`config.mk`:
```
export PLATFORM = sky130hd
export DESIGN_NAME = alu_arbiter_flat
export DESIGN_NICKNAME = d
export VERILOG_FILES = /design/src/rtl/alu_arb_pkg.sv /design/src/rtl/alu_arbiter_if.sv /design/src/rtl/alu_arb_rr.sv /design/src/rtl/alu_arbiter.sv /design/src/flat_wrapper.sv
export SDC_FILE = /design/constraint.sdc
export NUM_CORES = 1
export LEC_CHECK = 0
export CAP_MARGIN = 10
export CORE_MARGIN = 5
export CORE_UTILIZATION = 60
export DETAILED_ROUTE_END_ITERATION = 6
export DONT_BUFFER_PORTS = 1
export PLACE_DENSITY = 0.81
export SLEW_MARGIN = 20
export SYNTH_ARGS = -nofsm -noshare
export SYNTH_HDL_FRONTEND = slang
export SYNTH_SLANG_ARGS = --single-unit
```
`constraint.sdc`:
```
create_clock -name clk -period 3.3 [get_ports clk]
set_clock_uncertainty 0.2 [all_clocks]
set_input_delay 0.99 -clock clk [delete_from_list [all_inputs] [get_ports clk]]
set_output_delay 0.99 -clock clk [all_outputs]
set_load 0.02 [all_outputs]
```
`src/rtl/alu_arb_pkg.sv`:
```
// Shared types and constants for the two-port ALU arbiter/sequencer.
package alu_arb_pkg;

  localparam int DEF_DATA_W   = 8;
  localparam int DEF_FUNSEL_W = 4;
  localparam int DEF_FLAG_W   = 4;

  localparam logic PORT0 = 1'b0;
  localparam logic PORT1 = 1'b1;

  typedef enum logic [1:0] {
    IDLE    = 2'd0,
    ISSUE   = 2'd1,
    CAPTURE = 2'd2,
    RESP    = 2'd3
  } state_t;

endpackage

```
`src/rtl/alu_arbiter_if.sv`:
```
// Request, response and ALU-side bus of the ALU arbiter; slave = arbiter, master = its environment.
interface alu_arbiter_if #(
  parameter int DATA_W   = alu_arb_pkg::DEF_DATA_W,
  parameter int FUNSEL_W = alu_arb_pkg::DEF_FUNSEL_W,
  parameter int FLAG_W   = alu_arb_pkg::DEF_FLAG_W
);

  logic                req0_valid;
  logic                req0_ready;
  logic [DATA_W-1:0]   req0_A;
  logic [DATA_W-1:0]   req0_B;
  logic [FUNSEL_W-1:0] req0_FunSel;

  logic                req1_valid;
  logic                req1_ready;
  logic [DATA_W-1:0]   req1_A;
  logic [DATA_W-1:0]   req1_B;
  logic [FUNSEL_W-1:0] req1_FunSel;

  logic                resp_valid;
  logic                resp_ready;
  logic                resp_id;
  logic [DATA_W-1:0]   resp_Out;
  logic [FLAG_W-1:0]   resp_Flags;

  logic [DATA_W-1:0]   alu_A;
  logic [DATA_W-1:0]   alu_B;
  logic [FUNSEL_W-1:0] alu_FunSel;
  logic [DATA_W-1:0]   alu_Out;
  logic [FLAG_W-1:0]   alu_Flags;

  logic                busy;

  modport slave (
    input  req0_valid, req0_A, req0_B, req0_FunSel,
    output req0_ready,
    input  req1_valid, req1_A, req1_B, req1_FunSel,
    output req1_ready,
    output resp_valid, resp_id, resp_Out, resp_Flags,
    input  resp_ready,
    output alu_A, alu_B, alu_FunSel,
    input  alu_Out, alu_Flags,
    output busy
  );

  modport master (
    output req0_valid, req0_A, req0_B, req0_FunSel,
    input  req0_ready,
    output req1_valid, req1_A, req1_B, req1_FunSel,
    input  req1_ready,
    input  resp_valid, resp_id, resp_Out, resp_Flags,
    output resp_ready,
    input  alu_A, alu_B, alu_FunSel,
    output alu_Out, alu_Flags,
    input  busy
  );

endinterface

```
`src/rtl/alu_arb_rr.sv`:
```
// Two-way request picker. Round robin by default; ALU_ARB_FIXED_PRIO_EN selects fixed priority (port 0 first).
module alu_arb_rr
  import alu_arb_pkg::*;
(
  input  logic [1:0] valid,
  input  logic       last_grant,
  input  logic       enable,
  output logic [1:0] grant,
  output logic       grant_id
);

`ifdef ALU_ARB_FIXED_PRIO_EN
  // Pointer is still tracked by the caller but plays no part in fixed priority.
  logic unused_last_grant;
  assign unused_last_grant = last_grant;

  always_comb begin
    grant    = 2'b00;
    grant_id = PORT0;
    if (valid[0]) begin
      grant_id = PORT0;
    end else begin
      grant_id = PORT1;
    end
    if (enable && (valid != 2'b00)) begin
      grant = (grant_id == PORT1) ? 2'b10 : 2'b01;
    end
  end
`else
  always_comb begin
    grant    = 2'b00;
    grant_id = PORT0;
    if (valid == 2'b11) begin
      grant_id = ~last_grant;
    end else if (valid[1]) begin
      grant_id = PORT1;
    end else begin
      grant_id = PORT0;
    end
    if (enable && (valid != 2'b00)) begin
      grant = (grant_id == PORT1) ? 2'b10 : 2'b01;
    end
  end
`endif

endmodule

```
`src/rtl/alu_arbiter.sv`:
```
// Grants one of two requesters, drives the shared ALU, waits out its registered flags and returns a tagged response.
// Arbitration policy is chosen in alu_arb_rr via ALU_ARB_FIXED_PRIO_EN.
module alu_arbiter
  import alu_arb_pkg::*;
#(
  parameter int DATA_W   = DEF_DATA_W,
  parameter int FUNSEL_W = DEF_FUNSEL_W,
  parameter int FLAG_W   = DEF_FLAG_W
) (
  input  logic          clk,
  input  logic          rst_n,
  alu_arbiter_if.slave  bus
);

  state_t              state, state_nxt;
  logic                last_grant;
  logic [1:0]          req_valid;
  logic [1:0]          grant;
  logic                grant_id;
  logic                req_hs;

  logic [DATA_W-1:0]   op_a_p0;
  logic [DATA_W-1:0]   op_b_p0;
  logic [FUNSEL_W-1:0] op_fs_p0;
  logic                op_id_p0;

  logic [DATA_W-1:0]   out_p1;
  logic [FLAG_W-1:0]   flags_p1;
  logic                id_p1;

  assign req_valid = {bus.req1_valid, bus.req0_valid};

  alu_arb_rr u_rr (
    .valid      (req_valid),
    .last_grant (last_grant),
    .enable     (state == IDLE),
    .grant      (grant),
    .grant_id   (grant_id)
  );

  assign req_hs         = |grant;
  assign bus.req0_ready = grant[0];
  assign bus.req1_ready = grant[1];

  always_comb begin
    state_nxt = state;
    unique case (state)
      IDLE:    if (req_hs) state_nxt = ISSUE;
      ISSUE:   state_nxt = CAPTURE;
      CAPTURE: state_nxt = RESP;
      RESP:    if (bus.resp_ready) state_nxt = IDLE;
      default: state_nxt = IDLE;
    endcase
  end

  always_ff @(posedge clk or negedge rst_n) begin
    if (!rst_n) begin
      state      <= IDLE;
      last_grant <= PORT1;
    end else begin
      state <= state_nxt;
      if (req_hs) begin
        last_grant <= grant_id;
      end
    end
  end

  // Stage p0: operands latched on the request handshake; they also feed the ALU directly.
  always_ff @(posedge clk or negedge rst_n) begin
    if (!rst_n) begin
      op_a_p0  <= '0;
      op_b_p0  <= '0;
      op_fs_p0 <= '0;
      op_id_p0 <= PORT0;
    end else if (req_hs) begin
      op_a_p0  <= (grant_id == PORT1) ? bus.req1_A      : bus.req0_A;
      op_b_p0  <= (grant_id == PORT1) ? bus.req1_B      : bus.req0_B;
      op_fs_p0 <= (grant_id == PORT1) ? bus.req1_FunSel : bus.req0_FunSel;
      op_id_p0 <= grant_id;
    end
  end

  // Stage p1: ALU result and its flags (updated at the end of ISSUE) captured at the end of CAPTURE.
  always_ff @(posedge clk or negedge rst_n) begin
    if (!rst_n) begin
      out_p1   <= '0;
      flags_p1 <= '0;
      id_p1    <= PORT0;
    end else if (state == CAPTURE) begin
      out_p1   <= bus.alu_Out;
      flags_p1 <= bus.alu_Flags;
      id_p1    <= op_id_p0;
    end
  end

  assign bus.alu_A      = op_a_p0;
  assign bus.alu_B      = op_b_p0;
  assign bus.alu_FunSel = op_fs_p0;

  assign bus.resp_valid = (state == RESP);
  assign bus.resp_id    = id_p1;
  assign bus.resp_Out   = out_p1;
  assign bus.resp_Flags = flags_p1;
  assign bus.busy       = (state != IDLE);

endmodule

```
`src/flat_wrapper.sv`:
```
// flat-port wrapper written by rule: the top's interface ports become plain ports
module alu_arbiter_flat import alu_arb_pkg::*;
#(
  parameter int DATA_W   = DEF_DATA_W,
  parameter int FUNSEL_W = DEF_FUNSEL_W,
  parameter int FLAG_W   = DEF_FLAG_W
)
  (clk, rst_n, bus_req0_valid, bus_req0_A, bus_req0_B, bus_req0_FunSel, bus_req0_ready, bus_req1_valid, bus_req1_A, bus_req1_B, bus_req1_FunSel, bus_req1_ready, bus_resp_valid, bus_resp_id, bus_resp_Out, bus_resp_Flags, bus_resp_ready, bus_alu_A, bus_alu_B, bus_alu_FunSel, bus_alu_Out, bus_alu_Flags, bus_busy);
  alu_arbiter_if #(.DATA_W(DATA_W), .FUNSEL_W(FUNSEL_W), .FLAG_W(FLAG_W)) bus_i ();
  input  logic clk;
  input  logic rst_n;
  input wire logic [$bits(bus_i.req0_valid)-1:0] bus_req0_valid;
  input wire logic [$bits(bus_i.req0_A)-1:0] bus_req0_A;
  input wire logic [$bits(bus_i.req0_B)-1:0] bus_req0_B;
  input wire logic [$bits(bus_i.req0_FunSel)-1:0] bus_req0_FunSel;
  output wire logic [$bits(bus_i.req0_ready)-1:0] bus_req0_ready;
  input wire logic [$bits(bus_i.req1_valid)-1:0] bus_req1_valid;
  input wire logic [$bits(bus_i.req1_A)-1:0] bus_req1_A;
  input wire logic [$bits(bus_i.req1_B)-1:0] bus_req1_B;
  input wire logic [$bits(bus_i.req1_FunSel)-1:0] bus_req1_FunSel;
  output wire logic [$bits(bus_i.req1_ready)-1:0] bus_req1_ready;
  output wire logic [$bits(bus_i.resp_valid)-1:0] bus_resp_valid;
  output wire logic [$bits(bus_i.resp_id)-1:0] bus_resp_id;
  output wire logic [$bits(bus_i.resp_Out)-1:0] bus_resp_Out;
  output wire logic [$bits(bus_i.resp_Flags)-1:0] bus_resp_Flags;
  input wire logic [$bits(bus_i.resp_ready)-1:0] bus_resp_ready;
  output wire logic [$bits(bus_i.alu_A)-1:0] bus_alu_A;
  output wire logic [$bits(bus_i.alu_B)-1:0] bus_alu_B;
  output wire logic [$bits(bus_i.alu_FunSel)-1:0] bus_alu_FunSel;
  input wire logic [$bits(bus_i.alu_Out)-1:0] bus_alu_Out;
  input wire logic [$bits(bus_i.alu_Flags)-1:0] bus_alu_Flags;
  output wire logic [$bits(bus_i.busy)-1:0] bus_busy;
  assign bus_i.req0_valid = bus_req0_valid;
  assign bus_i.req0_A = bus_req0_A;
  assign bus_i.req0_B = bus_req0_B;
  assign bus_i.req0_FunSel = bus_req0_FunSel;
  assign bus_req0_ready = bus_i.req0_ready;
  assign bus_i.req1_valid = bus_req1_valid;
  assign bus_i.req1_A = bus_req1_A;
  assign bus_i.req1_B = bus_req1_B;
  assign bus_i.req1_FunSel = bus_req1_FunSel;
  assign bus_req1_ready = bus_i.req1_ready;
  assign bus_resp_valid = bus_i.resp_valid;
  assign bus_resp_id = bus_i.resp_id;
  assign bus_resp_Out = bus_i.resp_Out;
  assign bus_resp_Flags = bus_i.resp_Flags;
  assign bus_i.resp_ready = bus_resp_ready;
  assign bus_alu_A = bus_i.alu_A;
  assign bus_alu_B = bus_i.alu_B;
  assign bus_alu_FunSel = bus_i.alu_FunSel;
  assign bus_i.alu_Out = bus_alu_Out;
  assign bus_i.alu_Flags = bus_alu_Flags;
  assign bus_busy = bus_i.busy;
  alu_arbiter #(.DATA_W(DATA_W), .FUNSEL_W(FUNSEL_W), .FLAG_W(FLAG_W)) u_core (.clk(clk), .rst_n(rst_n), .bus(bus_i));
endmodule
```
# Yosys cells after proc, flatten, opt, wreduce, memory -nomap -nowiden
# Cells that the tools add are included.
# Widths: inputs -> output; s select.
dict set report totals {
  regBits 37
  output_inout_bits 37
  wordCells 32
}
dict set report classes {
  eq_ne 6
  mux 10
  bitwise_logic 1
  reduce_logical 6
}
# cell n
set ops {}
lappend ops {{$mux 8} 2}
lappend ops {{$mux 2} 4}
lappend ops {{$pmux 2 s4} 1}
lappend ops {{$eq 2x2->1 const B} 3}
lappend ops {{$mux 4} 1}
lappend ops {{$ne 2x1->1 const B} 2}
lappend ops {{$reduce_bool 2->1} 2}
lappend ops {{$eq 2x1->1 const B} 1}
lappend ops {{$logic_not 2->1} 1}
lappend ops {{$mux 1} 2}
lappend ops {{$reduce_and 2->1} 1}
lappend ops {{$reduce_or 2->1} 1}
lappend ops {{$logic_and 1x1->1} 1}
lappend ops {{$not 1->1} 1}

# Longest topological paths before layout
# Gate-level depths: netlist of run 1.
dict set report depth {
  word_depth 7
  depth_mapped 6
  mapped_depth_nobuf 5
}

# By module
# From an unflattened synthesis of run 1, not the netlist that was laid out.
dict set report hier_totals {
  cells_unflattened 140
  area_unflattened_um2 1662.8
}
# module instances cells_each area_each_um2
set modules_own_cells {}
lappend modules_own_cells {alu_arbiter 1 135 1632.8}
lappend modules_own_cells {alu_arb_rr 1 5 30.0}

# Worst setup path before layout of run 1
# No wires, ideal clock.
dict set report synth_path {
  kind {input to output}
  from {input bus_req0_valid}
  to {output bus_req0_ready}
  arrival_time_ps 1446
  required_time_ps 2110
  path_slack_ps 664
  stages 3
  n_path_buf 1
  path_cell_list {and2_4 -> buf_6 -> and2_1}
}
dict set report synth_between {
  elab_chain_len 4
}
# element line_no
set synth_lines {}
lappend synth_lines {{start, declared} flat_wrapper.sv:12} ;# input wire logic [$bits(bus_i.req0_valid)-1:0] bus_req0_valid;
lappend synth_lines {{$eq 2x2->1} alu_arb_rr.sv:33} ;# if (valid == 2'b11) begin
lappend synth_lines {{$mux 1} alu_arb_rr.sv:33}
lappend synth_lines {{$mux 2} alu_arb_rr.sv:41} ;# grant = (grant_id == PORT1) ? 2'b10 : 2'b01;
lappend synth_lines {{$mux 2 *} alu_arb_rr.sv:40} ;# if (enable && (valid != 2'b00)) begin
lappend synth_lines {{end, declared} flat_wrapper.sv:16} ;# output wire logic [$bits(bus_i.req0_ready)-1:0] bus_req0_ready;
# Mark *: on every way between the ends. The rest lies on a longest branch, timed or not.

# Final worst setup path of run 1
dict set report layout_path {
  from {register u_core.state[1]}
  to {output bus_req0_ready}
}
dict set report layout_between {
  elab_chain_len 3
}
# element line_no
set layout_lines {}
lappend layout_lines {{start, declared} alu_arbiter.sv:15} ;# state_t state, state_nxt;
lappend layout_lines {{start signal, assigned} alu_arbiter.sv:61} ;# state <= state_nxt;
lappend layout_lines {{$logic_not 2->1} alu_arbiter.sv:36} ;# .enable (state == IDLE),
lappend layout_lines {{$logic_and 1x1->1} alu_arb_rr.sv:40}
lappend layout_lines {{$mux 2} alu_arb_rr.sv:40}
# No other way between the ends.

==> results of run 1 <==
[stage by stage]
| stage | power [mW] | utilization | cell area, um2 |
|---|---|---|---|
| 4_1_cts | 2.02 | 0.630 | 1710 |
| 2_1_floorplan | 1.60 | - | 1650 |
| 5_1_grt | 2.13 | 0.630 | 1710 |
| 3_5_place_dp | 1.70 | 0.598 | 1620 |
| 6_report | 2.00 | 0.630 | 1710 |
| 3_3_place_gp | 1.65 | 0.598 | 1620 |
[metal layers]
| metal | routed length (um) | share of wire | up-vias |
|---|---|---|---|
| met4 | 44 | 0.013 | 0 |
| met3 | 351 | 0.10 | 5 |
| li1 | - | - | 448 |
| met1 | 1280 | 0.37 | 499 |
| met2 | 1790 | 0.52 | 57 |
| met5 | 0 | 0 | - |
[flip-flops by register name, indices dropped and copies added, names as in the netlist]
signal and cells:
u_core.state 2, u_core.bus.alu_FunSel 4, u_core.bus.resp_Flags 4, u_core.last_grant 1, u_core.bus.resp_id 1, u_core.bus.resp_Out 8
u_core.bus.alu_A 8, u_core.op_id_p0 1, u_core.bus.alu_B 8
[critical path, delay by kind of cell (launching register included)]
family,cells,cell delay [ns]
buffers and inverters,1,0.11
adders and majority gates,1,0.22
DFF,1,0.44
and+or+nand+nor,2,0.54
[how the worst max path moves through the flow]
| stage | slack [ns] | to |
|---|---|---|
| floorplan | 0.66 | bus_req0_ready |
| CTS | 0.45 | bus_req0_ready |
| detailed placement | 0.62 | bus_req0_ready |
| finish | 0.46 | bus_req0_ready |
| global route | 0.36 | bus_req0_ready |
| global placement | 0.63 | bus_req0_ready |
[Yosys cell counts, drive strengths merged]
cell type and n:
buf 9, mux2i 1, o32a 1, a21oi 1, inv 4, ha 4
o21ai 1, and2 2, a221o 20, dfrtp 36, nand2 1, nor2 1
dfstp 1, and3 20, mux2 14, nand2b 1, a21o 2
[layout make-up]
class	count	area (um2)	area share
Clock inverter	1	30.0	0.0176
Tap cell	31	38.8	0.0227
Sequential cell	37	927	0.543
Clock buffer	7	55.1	0.0323
Multi-Input combinational cell	69	633	0.371
Timing Repair Buffer	1	7.51	0.00440
Inverter	4	15.0	0.00880
[logic make-up (layout without fill, tap and decap cells)]
| kind of cell | Yosys count | in the layout | synth area share |
|---|---|---|---|
| AOI/OAI and AO/OA | 25 | 25 | 0.149 |
| adders and majority gates | 4 | 4 | 0.0303 |
| buffers and inverters | 13 | 13 | 0.0590 |
| DFF | 37 | 37 | 0.561 |
| muxes | 15 | 15 | 0.104 |
| and+or+nand+nor | 25 | 25 | 0.0976 |
[power groups by stage]
stage,clock (mW),combinational [mW],sequential (mW)
after global routing,0.358,0.648,1.12
after CTS,0.326,0.599,1.10
after floorplan,0,0.550,1.05
after global placement,0,0.561,1.09
after detailed placement,0,0.598,1.10
final,0.324,0.587,1.09
==> summary.md, run 1 <==
| Metric | Value |
|---|---|
| Vias in the first global route | ~1100 |
| Max_cap viols | 0 |
| Fmax | around 350 MHz |
| ANT cells | 0 |
| Post-layout min period | 2.84 ns |
| Largest net degree at the start of global routing | 38 |
| Die ar. | between 3000 and 4000 um2 |
| Commonest non-fill, non-tap cell in the layout | dfrtp_1 |
| Maximum vdd ir drop | around 0.77 mV |
| Leakage power | 0.838 nW |
| Gr busiest metal | met2 |
| Register-to-Register Path Depth | 5 |
| Non-filler instance count after layout | 150 |
| CTS resizes | 0 |
| Count of final hold-check violations | 0 |
| Placer's final routability congestion estimate | between 0.7 and 0.8 |
| DR WL/cell | around 23 um |
| Site Rows | 19 |
| Cell taking the most area after synthesis | dfrtp_1 |
| GR Layer Usage met2 | 0.311 |
| Largest cells by area after synthesis | dfrtp_1 54%, a221o_1 12%, mux2_2 8.9% |
| Drt initial violations | slightly below 90 |
| Longest Clk Path Bufs | 2 |
| Worst r2r src | u_core.state[1] |
| FF-to-FF setup slack | roughly 1.4 ns |
| Top Ports | 94 |
| FF-to-FF End | u_core.state[1] |
| Clock-pin transition on the worst setup and hold timing paths | about 0.11 ns |
| # placed instances | roughly 140 |
| Post-Syn Area | approximately 1700 um2 |
| Setup-failing EPs final | 0 |
| Crit Path Category | reg -> out |
| Status | complete, no violations |
| Register area share after synthesis | 0.561 |
| Internal Power | approximately 1.2 mW |
| Net Switching | ~0.8 mW |
| Final wirelength | approximately 3.5 mm |
| Unrepaired setup endpoints after global routing | false |
| Sink Count | 37 |
| Crit. Startpoint | u_core.state[1] |
| CTS Hold Bufs | 0 |
| CTS tree | yes |
| Pre-antenna DRT Iters | 4 |
| Post-Syn Instances | 119 |
| PortBufs | 0 |
| Setup crit end kind | output port |
| Pre-CTS setup slack | 0.624 ns |
| Avg Vias per Cell | around 6.7 |
| Critical Path RT | 2.11 ns |
| All-Layer GR Usage | 0.183 |
| Worst-Skew Late Latency | around 0.33 ns |
| Top-area cell type share of the netlist area | 0.545 |
| H-tree depth | 2 |
| Ys Warns | 0 |
| DP Wirelength | roughly 2.6 mm |
| Worst endpoint data arrival time | 1.65 ns |
| Met3 usage | 0.0989 |
| Clock share of power | 0.162 |
| Fillcell total | 215 |
| Fin Hold WS | about 0.13 ns |
| Hold Path Class | in -> async |
| Slew @ Worst Pin | 0.918 ns |
| Final setup TNS | 0 ns |
| Vias | around 1000 |
| Die W | approximately 63 um |
| Most frequent cells in the layout | 36 x dfrtp_1, 20 x and3_1, 20 x a221o_1 |
| Kind of start point of the critical path | flop |
| First-pass GRT wire length | roughly 5.7 mm |
| Setup ws final | around 0.46 ns |
| Met1 Track Usage GR | 0.195 |
| Max incr delay on CP | approximately 0.44 ns |
| Crit-path cells | inv_1 > ha_1 > and2_4 > and2_1 |
| Setup Fix Bufs, Post-CTS | 0 |
| Register bit total from synthesis | 37 |
| Post-route antenna net violation count | 0 |
| Grt ovf | 0 |
| Post-Syn Nets | 180 |
| Part of the cycle the worst path needs | 0.860 |
| Sw Ratio | 0.410 |
| Worst Path Max Fanout | 21 |
| Residual DRC count | 0 |
| Reg power frac | 0.545 |
| Initial antenna violation count | 0 |
| Core Region | between 2000 and 3000 um2 |
| Clock root buffer | clkbuf_4 |
| Max Slew Vio Count | 0 |
| Max-slew headroom | 0.388 |
| PwrDens | ~1200 nW/um2 |
| Nets | ~180 |
| Syn Area/Cell | about 14 um2 |
| Num CTS Buffers | 5 |
| Slowest stage cell on the critical path | dfrtp_1 |
| Comb pwr share | 0.293 |
| Initial Util | 0.610 |
| Chip height | 62.5 um |
| Area grow syn2layout | 3.18% |
| Unique masters post-synth | 20 |
| Share of cells above drive strength 1 | 0.227 |
(Power assumes the default switching activity.)
==> inputs of run 2 (changes only) <==
- CORE_UTILIZATION: 60 -> 65
- PLACE_DENSITY: 0.81 -> 0.86
==> summary.md, run 2 (same netlist as run 1, synthesis figures left out) <==
| Metric | Value |
|---|---|
| Initial antenna violation count | 0 |
| Power, Total | 1.94 mW |
| FF-to-FF End | u_core.state[1] |
| Post-route antenna net violation count | 0 |
| Vias in the first global route | a little over 1000 |
| Most frequent cells in the layout | 36 x dfrtp_1, 20 x and3_1, 20 x a221o_1 |
| Setup ws final | ~0.48 ns |
| Crit Path Category | reg -> out |
| Setup crit end kind | output port |
| Final wirelength | between 3 and 4 mm |
| Setup-failing EPs final | 0 |
| Vias | 1014 |
| Unrepaired setup endpoints after global routing | false |
| Internal Power | about 1.1 mW |
| Drt initial violations | just over 50 |
| Pre-CTS setup slack | 0.632 ns |
| Slew @ Worst Pin | 0.638 ns |
| Site Rows | 18 |
| Worst r2r src | u_core.state[0] |
| Part of the cycle the worst path needs | 0.855 |
| Worst-Skew Late Latency | between 0.3 and 0.4 ns |
| Worst Path Max Fanout | 21 |
| Setup Fix Bufs, Post-CTS | 0 |
| Status | complete, no violations |
| Area grow syn2layout | 1.51% |
| Max-slew headroom | 0.575 |
| ANT cells | 0 |
| Worst endpoint data arrival time | between 1.5 and 2 ns |
| Sink Count | 37 |
| PwrDens | between 1000 and 1500 nW/um2 |
| Top Ports | 94 |
| All-Layer GR Usage | 0.201 |
| Placer's final routability congestion estimate | 0.739 |
| Sw Ratio | 0.428 |
| Clock-pin transition on the worst setup and hold timing paths | about 0.1 ns |
| Residual DRC count | 0 |
| H-tree depth | 2 |
| Grt ovf | 0 |
| FF-to-FF setup slack | 1.42 ns |
| Net Switching | 0.829 mW |
| CTS tree | yes |
| Hold Path Class | in -> async |
| DR WL/cell | roughly 25 um |
| Kind of start point of the critical path | flop |
| Initial Util | 0.674 |
| Largest net degree at the start of global routing | 38 |
| Clock root buffer | clkbuf_4 |
| PortBufs | 0 |
| Avg Vias per Cell | 6.81 |
| Comb pwr share | 0.310 |
| Die W | about 60 um |
| Nets | 180 |
| Final setup TNS | 0 ns |
| Num CTS Buffers | 5 |
| Die ar. | around 3700 um2 |
| Fmax | approximately 350 MHz |
| Fin Hold WS | 0.126 ns |
| Chip height | roughly 60 um |
| Max_cap viols | 0 |
| DP Wirelength | 2.72 mm |
| Pre-antenna DRT Iters | 4 |
| Final Util | 0.684 |
| First-pass GRT wire length | just over 5 mm |
| Commonest non-fill, non-tap cell in the layout | dfrtp_1 |
| CTS Hold Bufs | 0 |
| Clock share of power | 0.124 |
| Count of final hold-check violations | 0 |
| Maximum vdd ir drop | 0.771 mV |
| Critical Path RT | between 2 and 2.5 ns |
| Core Region | ~2500 um2 |
| Reg power frac | 0.565 |
| Post-layout min period | 2.82 ns |
| Register-to-Register Path Depth | 5 |
| CTS resizes | 0 |
| Leakage power | roughly 0.83 nW |
| Longest Clk Path Bufs | 2 |
| Share of cells above drive strength 1 | 0.218 |
| Max Slew Vio Count | 0 |
==> run 2: changes by cell type in the layout (fill, tap and decap cells not counted) <==
cell,previous run,this run
buf_4,1,2
o21ai_2,1,0
bufinv_16,1,0
o21ai_1,0,1
==> run 2: worst max-delay path: stages (launching register included) <==
cell     delay [ns]
dfrtp_1        0.40
inv_1          0.12
ha_1           0.23
and2_4         0.27
and2_1         0.27
==> run 2: per-layer routing <==
layer / GRT usage / share of wire / wire [um] / vias up
li1: - / - / - / 447
met1: 0.227 / 0.36 / 1320 / 496
met2: 0.318 / 0.50 / 1830 / 60
met3: 0.109 / 0.11 / 419 / 11
met4: 0.0836 / 0.023 / 85 / 0
met5: 0 / 0 / 0 / -
==> run 2: worst max-delay path by stage <==
stage / from / to / slack (ns) / cells after the start
finish: u_core.state[0] / bus_req0_ready / 0.48 / 4
global route: u_core.state[0] / bus_req0_ready / 0.30 / 4
CTS: u_core.state[1] / bus_req0_ready / 0.47 / 4
detailed placement: bus_req0_valid / bus_req0_ready / 0.63 / 2
global placement: bus_req0_valid / bus_req0_ready / 0.64 / 2
floorplan: bus_req0_valid / bus_req0_ready / 0.66 / 3
==> run 2: final cells by class <==
class	instances	area, um2
clock buffer	7	55.1
fill	193	776
tap	30	37.5
sequential	37	927
inverter	4	15.0
timing repair buffer	2	15.0
multi-input combinational	69	629
==> run 2: through the flow <==
stage | area, um2 | instances
final | 1680 | 149
after global placement | 1620 | 142
after CTS | 1680 | 149
after global routing | 1680 | 149
after detailed placement | 1620 | 142
after floorplan | 1650 | 119
==> run 2: power groups by stage <==
| stage | combinational (mW) | sequential (mW) | clock, mW |
|---|---|---|---|
| 2_1_floorplan | 0.550 | 1.05 | 0 |
| 3_3_place_gp | 0.566 | 1.09 | 0 |
| 3_5_place_dp | 0.610 | 1.11 | 0 |
| 4_1_cts | 0.609 | 1.10 | 0.243 |
| 5_1_grt | 0.667 | 1.12 | 0.263 |
| 6_report | 0.602 | 1.09 | 0.241 |
